$ cat src/rtl/filter_ctrl_pkg.sv
// Shared types and widths for the filter stream controller.
//   state_e : raster sequencer states
//   cfg_t   : frame configuration captured at frame boundaries
//   cfg_valid() : a frame can only start with nonzero width and height
package filter_ctrl_pkg;

  localparam int unsigned LineSizeMax   = 4096;
  localparam int unsigned FrameLinesMax = 4096;
  localparam int unsigned PixelW        = 8;
  localparam int unsigned BlankW        = 12;
  localparam int unsigned WidthW        = $clog2(LineSizeMax + 1);
  localparam int unsigned HeightW       = $clog2(FrameLinesMax + 1);

  typedef enum logic [1:0] {
    S_IDLE,
    S_LINE,
    S_HBLANK,
    S_VBLANK
  } state_e;

  typedef struct packed {
    logic [WidthW-1:0]  width;
    logic [HeightW-1:0] height;
    logic [BlankW-1:0]  gap;
    logic [BlankW-1:0]  hblank;
    logic [BlankW-1:0]  vblank;
    logic               bypass;
  } cfg_t;

  function automatic logic cfg_valid(input logic [WidthW-1:0]  width,
                                     input logic [HeightW-1:0] height);
    return (width != '0) && (height != '0);
  endfunction

endpackage

$ cat src/rtl/filter_ctrl_blank_cnt.sv
// Loadable down-counter used for the pixel gap and the line/frame blanking.
//   clk, rst_n  : clock, synchronous active-low reset
//   clear_i     : force count to zero (highest priority)
//   load_i      : load load_val_i
//   load_val_i  : value to load
//   last_o      : count is 0 or equals LastAt; with LastAt=1 a load of 0 or 1
//                 both give a single-cycle interval
module filter_ctrl_blank_cnt
  import filter_ctrl_pkg::*;
#(
  parameter int unsigned Width  = BlankW,
  parameter int unsigned LastAt = 1
) (
  input  logic             clk,
  input  logic             rst_n,
  input  logic             clear_i,
  input  logic             load_i,
  input  logic [Width-1:0] load_val_i,
  output logic             last_o
);

  logic [Width-1:0] cnt_q, cnt_d;

  always_comb begin
    cnt_d = cnt_q;
    if (clear_i) begin
      cnt_d = '0;
    end else if (load_i) begin
      cnt_d = load_val_i;
    end else if (cnt_q != '0) begin
      cnt_d = cnt_q - Width'(1);
    end
  end

  always_ff @(posedge clk) begin
    if (!rst_n) begin
      cnt_q <= '0;
    end else begin
      cnt_q <= cnt_d;
    end
  end

  assign last_o = (cnt_q == '0) || (cnt_q == Width'(LastAt));

endmodule

$ cat src/rtl/filter_stream_ctrl.sv
// Frame sequencer feeding the 5x5 filters: turns a valid/ready pixel stream into
// a de/hs/vs raster with programmable size, per-pixel gap and blanking. All cfg
// is captured only at frame boundaries. Size parameters must match the package
// defaults, which size the shadow configuration.
//   clk, rst_n        : clock, synchronous active-low reset
//   enable_i          : run frames (checked at frame boundaries only)
//   cfg_*_i           : width, height, gap, hblank, vblank, bypass request
//   di_i/valid_i      : source pixel; ready_o accepts it
//   do_o/de_o/hs_o/vs_o : registered raster to the filter
//   bypass_o          : latched bypass for the filter
//   busy_o            : frame in progress
//   frame_done_o      : pulse on the last frame-blank cycle
//   cfg_err_o         : pulse when enabled with zero width or height
module filter_stream_ctrl
  import filter_ctrl_pkg::*;
#(
  parameter int unsigned LINE_SIZE_MAX   = LineSizeMax,
  parameter int unsigned FRAME_LINES_MAX = FrameLinesMax,
  parameter int unsigned PIXEL_WIDTH     = PixelW,
  parameter int unsigned BLANK_WIDTH     = BlankW
) (
  input  logic                                 clk,
  input  logic                                 rst_n,
  input  logic                                 enable_i,
  input  logic [$clog2(LINE_SIZE_MAX+1)-1:0]   cfg_width_i,
  input  logic [$clog2(FRAME_LINES_MAX+1)-1:0] cfg_height_i,
  input  logic [BLANK_WIDTH-1:0]               cfg_gap_i,
  input  logic [BLANK_WIDTH-1:0]               cfg_hblank_i,
  input  logic [BLANK_WIDTH-1:0]               cfg_vblank_i,
  input  logic                                 cfg_bypass_i,
  input  logic [PIXEL_WIDTH-1:0]               di_i,
  input  logic                                 valid_i,
  output logic                                 ready_o,
  output logic [PIXEL_WIDTH-1:0]               do_o,
  output logic                                 de_o,
  output logic                                 hs_o,
  output logic                                 vs_o,
  output logic                                 bypass_o,
  output logic                                 busy_o,
  output logic                                 frame_done_o,
  output logic                                 cfg_err_o
);

  localparam int unsigned XW = $clog2(LINE_SIZE_MAX + 1);
  localparam int unsigned YW = $clog2(FRAME_LINES_MAX + 1);

  state_e                 state_q, state_d;
  cfg_t                   cfg_q, cfg_d, cfg_in;
  logic [XW-1:0]          x_q, x_d, x_max;
  logic [YW-1:0]          y_q, y_d, y_max;
  logic [PIXEL_WIDTH-1:0] do_q, do_d;
  logic                   de_q, de_d;
  logic                   hs_q, hs_d;
  logic                   vs_q, vs_d;
  logic                   busy_q, busy_d;
  logic                   frame_done_q, frame_done_d;
  logic                   cfg_err_q, cfg_err_d;

  logic                   cfg_ok, start, xfer;
  logic                   gap_idle, gap_load, gap_clear;
  logic                   blk_last, blk_load;
  logic [BLANK_WIDTH-1:0] blk_val;

  assign cfg_in = '{width:  cfg_width_i,
                    height: cfg_height_i,
                    gap:    cfg_gap_i,
                    hblank: cfg_hblank_i,
                    vblank: cfg_vblank_i,
                    bypass: cfg_bypass_i};
  assign cfg_ok = cfg_valid(cfg_width_i, cfg_height_i);

  // Compares use the shadow copy; width/height are never zero once latched.
  assign x_max = XW'(cfg_q.width) - XW'(1);
  assign y_max = YW'(cfg_q.height) - YW'(1);

  assign ready_o = (state_q == S_LINE) && gap_idle;
  assign xfer    = ready_o && valid_i;

  // Gap: ready again once the count reaches zero, giving G idle cycles.
  filter_ctrl_blank_cnt #(
    .Width  (BLANK_WIDTH),
    .LastAt (0)
  ) u_gap_cnt (
    .clk        (clk),
    .rst_n      (rst_n),
    .clear_i    (gap_clear),
    .load_i     (gap_load),
    .load_val_i (cfg_q.gap),
    .last_o     (gap_idle)
  );

  // Shared by line and frame blanking; a load of 0 still lasts one cycle.
  filter_ctrl_blank_cnt #(
    .Width  (BLANK_WIDTH),
    .LastAt (1)
  ) u_blank_cnt (
    .clk        (clk),
    .rst_n      (rst_n),
    .clear_i    (1'b0),
    .load_i     (blk_load),
    .load_val_i (blk_val),
    .last_o     (blk_last)
  );

  always_comb begin
    state_d      = state_q;
    cfg_d        = cfg_q;
    x_d          = x_q;
    y_d          = y_q;
    do_d         = do_q;
    de_d         = 1'b0;
    frame_done_d = 1'b0;
    cfg_err_d    = 1'b0;
    gap_load     = 1'b0;
    gap_clear    = 1'b0;
    blk_load     = 1'b0;
    blk_val      = cfg_q.hblank;
    start        = 1'b0;

    unique case (state_q)
      S_IDLE: begin
        if (enable_i) begin
          if (cfg_ok) start = 1'b1;
          else        cfg_err_d = 1'b1;
        end
      end
      S_LINE: begin
        if (xfer) begin
          de_d     = 1'b1;
          do_d     = di_i;
          gap_load = 1'b1;
          if (x_q == x_max) begin
            blk_load = 1'b1;
            if (y_q == y_max) begin
              blk_val = cfg_q.vblank;
              state_d = S_VBLANK;
            end else begin
              y_d     = y_q + YW'(1);
              state_d = S_HBLANK;
            end
          end else begin
            x_d = x_q + XW'(1);
          end
        end
      end
      S_HBLANK: begin
        if (blk_last) begin
          x_d     = '0;
          state_d = S_LINE;
        end
      end
      S_VBLANK: begin
        if (blk_last) begin
          frame_done_d = 1'b1;
          state_d      = S_IDLE;
          if (enable_i) begin
            if (cfg_ok) start = 1'b1;
            else        cfg_err_d = 1'b1;
          end
        end
      end
      default: state_d = S_IDLE;
    endcase

    if (start) begin
      state_d   = S_LINE;
      cfg_d     = cfg_in;
      x_d       = '0;
      y_d       = '0;
      gap_clear = 1'b1;
    end
  end

  // hs/vs follow the state one cycle late so they line up with registered de.
  assign hs_d   = (state_q != S_LINE);
  assign vs_d   = (state_q == S_LINE) || (state_q == S_HBLANK);
  assign busy_d = (state_d != S_IDLE);

  always_ff @(posedge clk) begin
    if (!rst_n) begin
      state_q      <= S_IDLE;
      cfg_q        <= '0;
      x_q          <= '0;
      y_q          <= '0;
      do_q         <= '0;
      de_q         <= 1'b0;
      hs_q         <= 1'b1;
      vs_q         <= 1'b0;
      busy_q       <= 1'b0;
      frame_done_q <= 1'b0;
      cfg_err_q    <= 1'b0;
    end else begin
      state_q      <= state_d;
      cfg_q        <= cfg_d;
      x_q          <= x_d;
      y_q          <= y_d;
      do_q         <= do_d;
      de_q         <= de_d;
      hs_q         <= hs_d;
      vs_q         <= vs_d;
      busy_q       <= busy_d;
      frame_done_q <= frame_done_d;
      cfg_err_q    <= cfg_err_d;
    end
  end

  assign do_o         = do_q;
  assign de_o         = de_q;
  assign hs_o         = hs_q;
  assign vs_o         = vs_q;
  assign bypass_o     = cfg_q.bypass;
  assign busy_o       = busy_q;
  assign frame_done_o = frame_done_q;
  assign cfg_err_o    = cfg_err_q;

endmodule

$ cat config.mk
export PLATFORM = sky130hd
export DESIGN_NAME = filter_stream_ctrl
export DESIGN_NICKNAME = d
export VERILOG_FILES = /design/src/rtl/filter_ctrl_pkg.sv /design/src/rtl/filter_ctrl_blank_cnt.sv /design/src/rtl/filter_stream_ctrl.sv
export SDC_FILE = /design/constraint.sdc
export NUM_CORES = 1
export LEC_CHECK = 0
export CAP_MARGIN = 5
export CELL_PAD_IN_SITES_DETAIL_PLACEMENT = 0
export CELL_PAD_IN_SITES_GLOBAL_PLACEMENT = 1
export CORE_ASPECT_RATIO = 1.1
export CORE_MARGIN = 1
export CORE_UTILIZATION = 41
export CTS_CLUSTER_DIAMETER = 50
export DETAILED_ROUTE_END_ITERATION = 16
export PLACE_DENSITY = 0.88
export SLEW_MARGIN = 15
export SYNTH_ARGS = -nofsm -noshare
export SYNTH_HDL_FRONTEND = slang
export SYNTH_SLANG_ARGS = --single-unit
$ cat constraint.sdc
create_clock -name clk -period 3.5 [get_ports clk]
set_clock_uncertainty 0.05 [all_clocks]
set_input_delay 0.525 -clock clk [delete_from_list [all_inputs] [get_ports clk]]
set_output_delay 0.525 -clock clk [all_outputs]
set_load 0.01 [all_outputs]
# Word level (Yosys, flattened, before mapping)
# Cells that the tools add are included.
[totals] output_inout_bits=16 register_bits=129 rom_bits=0 inputBits=75 mem_count=0 latch_bits=0 word_cells=92 mem_bits_rw=0
[op_classes] n_mux=34 eq_ne=10 reduce_logical=22 div=0 shifts=0 addsub=6 n_bitwise=2 multipliers=0 order_cmp=0
[ops] op="12-bit two-way mux" count=8
[ops] op="13-bit two-way mux" count=3
[ops] op="13-bit by 1-bit adder with 13-bit output (second input constant)" count=2
[ops] op="13-bit == test" count=2
[ops] op="13-bit one-hot mux with 2 select lines" count=1
[ops] op="13-bit nonzero test" count=2
[ops] op="13-bit by 1-bit subtractor with 13-bit output (second input constant)" count=2
[ops] op="12-bit zero test" count=2
[ops] op="12-bit nonzero test" count=2
[ops] op="12-bit by 1-bit subtractor with 12-bit output (second input constant)" count=2
[ops] op="1-bit two-way mux" count=14
[ops] op="12-bit by 1-bit == test with 1-bit output (second input constant)" count=1
[ops] op="2-bit two-way mux" count=5
[ops] op="4-bit AND reduction" count=2
[ops] op="2-bit nonzero test" count=4
[ops] op="2-bit != test (second input constant)" count=3
[ops] op="2-bit one-hot mux with 3 select lines" count=1
[ops] op="2-bit == test (second input constant)" count=2
[ops] op="1-bit one-hot mux with 2 select lines" count=2
[ops] op="2-bit AND reduction" count=2
[ops] op="2-bit OR reduction" count=2
[ops] op="1-bit logical AND" count=3
[ops] op="2-bit by 1-bit == test with 1-bit output (second input constant)" count=1
[ops] op="2-bit zero test" count=1
[ops] op="other kinds (3)" count=5

# Longest topological paths before layout
# Gate-level depths: netlist of run 1.
[logic_depth] depth_word=8 ltp_mapped=13 ltp_nobuf=10

# Modules after synthesis
# A second synthesis of run 1 with hierarchy kept.
[hier_totals] cells_unflattened=838 hier_area_um2=6900.4
[modules_own_cells] module="filter_stream_ctrl" cells_per_inst=653 n_inst=1 seq_area_each_um2=2102.0 area_per_inst_um2=5377.7
[modules_own_cells] module="filter_ctrl_blank_cnt at u_blank_cnt" cells_per_inst=100 n_inst=1 seq_area_each_um2=240.2 area_per_inst_um2=818.3
[modules_own_cells] module="filter_ctrl_blank_cnt at u_gap_cnt" cells_per_inst=85 n_inst=1 seq_area_each_um2=240.2 area_per_inst_um2=704.4

# Worst setup path before layout of run 1
# OpenSTA, ideal clock, no wires.
[synth_path] path_kind="register -> register" from="register cfg_q[51] (netlist bit)" to="register y_q[8]" setup_ps=70 slack_ps=439 path_buffers=3 t_arrival_ps=2940 synth_period_minus_slack_ps=3061 required_ps=3380 path_stages_with_launch=14 path_cell_list="dfxtp_1 clkbuf_1 inv_1 ha_1 buf_2 or3b_2 o21ai_0 nand4b_1 or2_2 nor4_4 nand4_1 buf_2 or3_1 a21oi_1"
[synth_between] elab_chain_len=3
[synth_lines] element="from (decl)" line="filter_stream_ctrl.sv:48" rtl="cfg_t cfg_q, cfg_d, cfg_in;"
[synth_lines] element="from (signal assigned)" line="filter_stream_ctrl.sv:194" rtl="cfg_q <= cfg_d;"
[synth_lines] element="13-bit by 1-bit subtractor with 13-bit output" line="filter_stream_ctrl.sv:73" rtl="assign x_max = XW'(cfg_q.width) - XW'(1);"
[synth_lines] element="13-bit == test" line="filter_stream_ctrl.sv:132" rtl="if (x_q == x_max) begin"
[synth_lines] element="4-bit AND reduction (no source line)"
[synth_lines] element="to (signal assigned)" line="filter_stream_ctrl.sv:196" rtl="y_q <= y_d;"
[synth_lines] element="to (decl)" line="filter_stream_ctrl.sv:50" rtl="logic [YW-1:0] y_q, y_d, y_max;"
# No other way between the ends.
# A chain may end at the register's enable or synchronous reset.

# Final worst setup path of run 1
[layout_path] from="register u_gap_cnt.cnt_q[0]" to="output ready_o"
[layout_between] elab_chain_len=2
[layout_lines] element="from (decl)" line="filter_ctrl_blank_cnt.sv:22" rtl="logic [Width-1:0] cnt_q, cnt_d;"
[layout_lines] element="from (signal assigned)" line="filter_ctrl_blank_cnt.sv:39" rtl="cnt_q <= cnt_d;"
[layout_lines] element="12-bit zero test" line="filter_ctrl_blank_cnt.sv:43" rtl="assign last_o = (cnt_q == '0) || (cnt_q == Width'(LastAt));"
[layout_lines] element="1-bit logical AND" line="filter_stream_ctrl.sv:76" rtl="assign ready_o = (state_q == S_LINE) && gap_idle;"
[layout_lines] element="to (decl)" line="filter_stream_ctrl.sv:33" rtl="output logic ready_o,"
# No other way between the ends.

==> flow_metrics.py, run 1 <==
metrics = {
    "outcome": {
        "status": "complete, but fails checks",
        "failing_checks": "design-rule violations",
    },
    "route": {
        "detail_route.wl_per_cell_um": 14.6,
        "dr.first_iter.drc_count": 386,
        "firstDrtPassIters": 11,
        "final_ant_viol_nets": 0,
        "vias": 6227,
        "drt_drc_violations_left": 7,
        "via_per_inst": 5.38,
        "wirelength_um": 16900,
    },
    "setup_path": {
        "timing.critical_path.fanout_max": 7,
        "critical_path_arrival_ns": 2.72,
        "category_of_the_worst_setup_path_launch_point": "flip-flop",
        "cp.required_ns": 2.92,
        "critPathCaptureType": "primary output",
        "startpoint_of_the_worst_slack_reg_to_reg_timing_path": "cfg_q[50]$_SDFFE_PN0P_",
        "setup.worst_path.class": "flip-flop to primary output",
        "crit_start": "u_gap_cnt.cnt_q[0]$_SDFFE_PP0P_",
    },
    "yosys": {
        "synth_top_cells_by_area": "sky130_fd_sc_hd__dfxtp_1 (38%), sky130_fd_sc_hd__nand2_1 (9.6%), sky130_fd_sc_hd__a21boi_0 (7.8%), sky130_fd_sc_hd__xnor2_1 (4.6%), sky130_fd_sc_hd__nor2_1 (3.0%)",
        "synthAdderAreaFrac_pct": 2.01,
        "syn_avg_cell_area_um2": 8.03,
        "synth_top_cell_area_share_pct": 37.6,
        "main_combinational_cell_family_by_area_after_synthesis": "simple AND/OR/NAND/NOR gates",
        "postSynth.topFlopCell": "sky130_fd_sc_hd__dfxtp_1",
        "postSynthRegisterBits": 129,
        "synth.yosys.seq_area_share_pct": 37.6,
        "yosys.area_share.xor_xnor_pct": 6.51,
        "post_synth_num_cell_types": 67,
        "muxShareOfSynthArea_pct": 2.92,
        "syn_area_um2": 6860,
        "synth_enable_flop_cells": 0,
        "yosys.area_share.simple_pct": 27.5,
        "synthesis.nets": 940,
        "post_synth_inst_count": 854,
        "synth_top_cell_by_area": "sky130_fd_sc_hd__dfxtp_1",
        "postSynth.asyncResetShare_pct": 0,
        "synth-warning-count": 0,
        "synth-compound-area-share_pct": 19.3,
    },
    "floorplanning": {
        "row_count": 49,
        "initial_core_util_pct": 41.9,
        "floorplan.die.height_um": 138,
        "io_pins": 91,
        "die_width_um": 125,
        "floorplan.core_area_um2": 16400,
        "die-area_um2": 17300,
    },
    "sta": {
        "slew_violations": 0,
        "relSlewSlack_pct": 57.4,
        "grt_setup_unrepaired": "no",
        "final.setup.tns_ns": 0,
        "final-hold-violation-count": 0,
        "fmax_ghz": 0.303,
        "finalCritPeriodShare_pct": 94.2,
        "setup_violations": 0,
        "min_period_ns": 3.30,
        "tightest_slew_ns": 0.639,
    },
    "final_layout": {
        "synthToLayoutAreaGrowth_pct": 25.6,
        "post_route_cells_drive_above_1_share_pct": 8.18,
        "layout.nets": 1026,
        "final_util_pct": 52.6,
        "antenna_cells_inserted": 0,
    },
    "grt": {
        "initial_antenna_violation_count": 0,
        "globalRouteOverflowTotal": 0,
        "grt_first_pass_wirelength_um": 28000,
        "global_route_usage_sum_pct": 20.4,
        "grt_start_max_net_pins": 38,
        "grt_pass1_vias": 5890,
    },
    "clock_tree": {
        "cts-htree-levels": 4,
        "cts.root.buffer_cell": "sky130_fd_sc_hd__clkbuf_16",
        "worst_setup_hold_path_clk_slew_ns": 0.06,
        "post_cts.resized_instances": 0,
        "cts_inserted_buffers": 17,
        "worstSkewPairLatency_ns": 0.42,
        "cts_tree": "done",
        "clock-sinks": 129,
        "cts.path.max_buffers": 2,
    },
    "pwr": {
        "power-per-cell-area_nw_per_um2": 629,
        "leakagePower_nw": 3.16,
        "worst_voltage_drop_across_the_vdd_grid_mv": 0.391,
    },
    "flow_run": {
        "max_cap_viol_count": 0,
    },
    "worst_hold_path": {
        "timing.hold.worst.start": "cfg_q[35]$_SDFFE_PN0P_",
        "hold_path_class": "flip-flop to flip-flop",
    },
    "placement": {
        "post-dp-hpwl_um": 12000,
        "gp_routability_congestion": 0.872,
        "numPortBuffers": 90,
    },
}
-- routing by layer --
| layer | track usage, % | vias to the layer above | part of all wire, % |
|---|---|---|---|
| met4 | 9.21 | 0 | 2.3 |
| met5 | 0 | - | 0 |
| li1 | - | 3173 | - |
| met2 | 33.0 | 151 | 45 |
| met1 | 26.4 | 2873 | 49 |
| met3 | 3.88 | 30 | 4.3 |
-- path summary, 6_finish.rpt --
path                                      endpoint  slack [ns]  depth (start not counted)
setup / recovery                           ready_o        0.20                          6
hold / removal    u_gap_cnt.cnt_q[10]$_SDFFE_PP0P_        0.41                          2
setup reg to reg               y_q[3]$_SDFFE_PP0P_        0.35                         11
hold reg to reg   u_gap_cnt.cnt_q[10]$_SDFFE_PP0P_        0.41                          2
-- layout make-up --
type,count,area (µm²)
Tap cell,204,255
Timing Repair Buffer,115,1100
Inverter,25,93.8
Sequential cell,129,2580
Multi-Input combinational cell,652,4010
Clock buffer,18,439
Clock inverter,14,141
Fill cell,1556,7750
-- where the power goes --
part	internal, mW	total (mW)	switching, mW
clock network	1.06	1.74	0.677
logic	0.828	1.82	0.992
registers	1.67	1.86	0.186
total	3.56	5.42	1.86
-- synth_stat cells (4+ instances only) --
| cell | number |
|---|---|
| sky130_fd_sc_hd__a21oi_1 | 31 |
| sky130_fd_sc_hd__xor2_1 | 15 |
| sky130_fd_sc_hd__clkbuf_1 | 38 |
| sky130_fd_sc_hd__o21a_1 | 4 |
| sky130_fd_sc_hd__and2_1 | 9 |
| sky130_fd_sc_hd__nand4_1 | 15 |
| sky130_fd_sc_hd__mux2i_1 | 20 |
| sky130_fd_sc_hd__nand3_1 | 17 |
| sky130_fd_sc_hd__a31oi_1 | 5 |
| sky130_fd_sc_hd__ha_1 | 11 |
| sky130_fd_sc_hd__nor4_1 | 14 |
| sky130_fd_sc_hd__inv_1 | 25 |
| sky130_fd_sc_hd__buf_2 | 9 |
| sky130_fd_sc_hd__or4_1 | 8 |
| sky130_fd_sc_hd__a211oi_1 | 10 |
| sky130_fd_sc_hd__nand2_1 | 175 |
| sky130_fd_sc_hd__dfxtp_1 | 129 |
| sky130_fd_sc_hd__xnor2_1 | 36 |
| sky130_fd_sc_hd__or3_1 | 23 |
| sky130_fd_sc_hd__and3_1 | 8 |
| sky130_fd_sc_hd__nand4b_1 | 5 |
| sky130_fd_sc_hd__o31ai_1 | 4 |
| sky130_fd_sc_hd__a221oi_1 | 4 |
| sky130_fd_sc_hd__o21ai_0 | 21 |
| sky130_fd_sc_hd__nor3_1 | 21 |
| sky130_fd_sc_hd__nand2b_1 | 10 |
| sky130_fd_sc_hd__a21boi_0 | 71 |
| sky130_fd_sc_hd__nor2_1 | 55 |
| sky130_fd_sc_hd__o311ai_0 | 5 |
| sky130_fd_sc_hd__nor2b_1 | 5 |
-- critical path, stage by stage (launching register included) --
cell                              delay, ns
sky130_fd_sc_hd__dfxtp_1               0.31
sky130_fd_sc_hd__inv_1                 0.08
sky130_fd_sc_hd__ha_1                  0.16
sky130_fd_sc_hd__nand2b_1              0.10
sky130_fd_sc_hd__or4_1                 0.67
sky130_fd_sc_hd__nor4_4                0.33
sky130_fd_sc_hd__clkdlybuf4s50_1       0.64
-- what timing repair did --
action	in CTS	in global routing
setup buffers	0	2
endpoints found under the setup margin	0	4
hold buffers	0	0
-- logic make-up after synthesis --
| kind of cell | after synthesis |
|---|---|
| flip-flops | 129 |
| AO/OA/AOI/OAI | 186 |
| multiplexers | 20 |
| AND/OR/NAND/NOR | 384 |
| XOR/XNOR | 51 |
| adder cells (fa/ha/maj) | 11 |
| buffers and inverters | 73 |
-- per-stage QoR --
| stage | hold slack, ns | area, µm² | instances | setup WS [ns] | power, mW |
|---|---|---|---|---|---|
| after global routing | 0.433 | 8610 | 1157 | 0.122 | 5.76 |
| after detailed placement | 0.405 | 8020 | 1123 | 0.239 | 3.69 |
| after global placement | 0.398 | 8020 | 1123 | 0.316 | 3.68 |
| after CTS | 0.410 | 8600 | 1155 | 0.188 | 5.45 |
| final | 0.406 | 8610 | 1157 | 0.204 | 5.42 |
| after floorplan | 0.387 | 6860 | 854 | 0.439 | 3.21 |
-- registers in the layout, summed over array words and instances, names as in the netlist, 2 cells and up --
register and flops:
cfg_q 62, do_o 8, state_q 2, u_blank_cnt.cnt_q 12, u_gap_cnt.cnt_q 12, x_q 13
y_q 13
-- layout by cell type, fill, tap and decap left out, types with 4 or more instances in the layout --
| cell type | instances |
|---|---|
| sky130_fd_sc_hd__ha_1 | 11 |
| sky130_fd_sc_hd__nor3_1 | 21 |
| sky130_fd_sc_hd__nand4b_1 | 5 |
| sky130_fd_sc_hd__xor2_1 | 15 |
| sky130_fd_sc_hd__a221oi_1 | 4 |
| sky130_fd_sc_hd__nor2b_1 | 5 |
| sky130_fd_sc_hd__nor4_1 | 12 |
| sky130_fd_sc_hd__o21a_1 | 4 |
| sky130_fd_sc_hd__nand3_1 | 17 |
| sky130_fd_sc_hd__xnor2_1 | 36 |
| sky130_fd_sc_hd__o21ai_0 | 21 |
| sky130_fd_sc_hd__nand4_1 | 15 |
| sky130_fd_sc_hd__a21boi_0 | 71 |
| sky130_fd_sc_hd__a31oi_1 | 5 |
| sky130_fd_sc_hd__clkdlybuf4s50_1 | 89 |
| sky130_fd_sc_hd__a211oi_1 | 10 |
| sky130_fd_sc_hd__nand2_1 | 175 |
| sky130_fd_sc_hd__or3_1 | 23 |
| sky130_fd_sc_hd__clkinvlp_4 | 4 |
| sky130_fd_sc_hd__and2_1 | 9 |
| sky130_fd_sc_hd__clkinv_2 | 5 |
| sky130_fd_sc_hd__clkbuf_16 | 17 |
| sky130_fd_sc_hd__nand2b_1 | 10 |
| sky130_fd_sc_hd__o311ai_0 | 5 |
| sky130_fd_sc_hd__o31ai_1 | 4 |
| sky130_fd_sc_hd__dfxtp_1 | 129 |
| sky130_fd_sc_hd__inv_1 | 25 |
| sky130_fd_sc_hd__or4_1 | 7 |
| sky130_fd_sc_hd__buf_4 | 24 |
| sky130_fd_sc_hd__and3_1 | 8 |
| sky130_fd_sc_hd__nor2_1 | 55 |
| sky130_fd_sc_hd__a21oi_1 | 31 |
| sky130_fd_sc_hd__mux2i_1 | 20 |
Power figures use the tool's default switching activity.
==> run 2: changes to the inputs <==
--- a/config.mk
+++ b/config.mk
@@ -12,6 +12,7 @@
 export CORE_MARGIN = 1
 export CORE_UTILIZATION = 41
 export CTS_CLUSTER_DIAMETER = 50
+export CTS_CLUSTER_SIZE = 12
 export DETAILED_ROUTE_END_ITERATION = 16
 export PLACE_DENSITY = 0.88
 export SLEW_MARGIN = 15
==> results of run 2 <==
Final layout, timing and power as in run 1 (identical DEF).
==> run 3: changes to the inputs <==
==> constraint.sdc (replaced) <==
create_clock -name clk -period 3.5 [get_ports clk]
set_clock_uncertainty 0.05 [all_clocks]
set_input_delay 0.525 -clock clk [delete_from_list [all_inputs] [get_ports clk]]
set_output_delay 0.525 -clock clk [all_outputs]
set_load 0.02 [all_outputs]
==> results of run 3 <==
The final DEF is identical to that of run 1. Status: complete, but fails checks: design-rule violations.
Among the figures that moved: setup slack after layout 0.204 ns -> 0.137 ns; total power 5.42 mW -> 5.43 mW
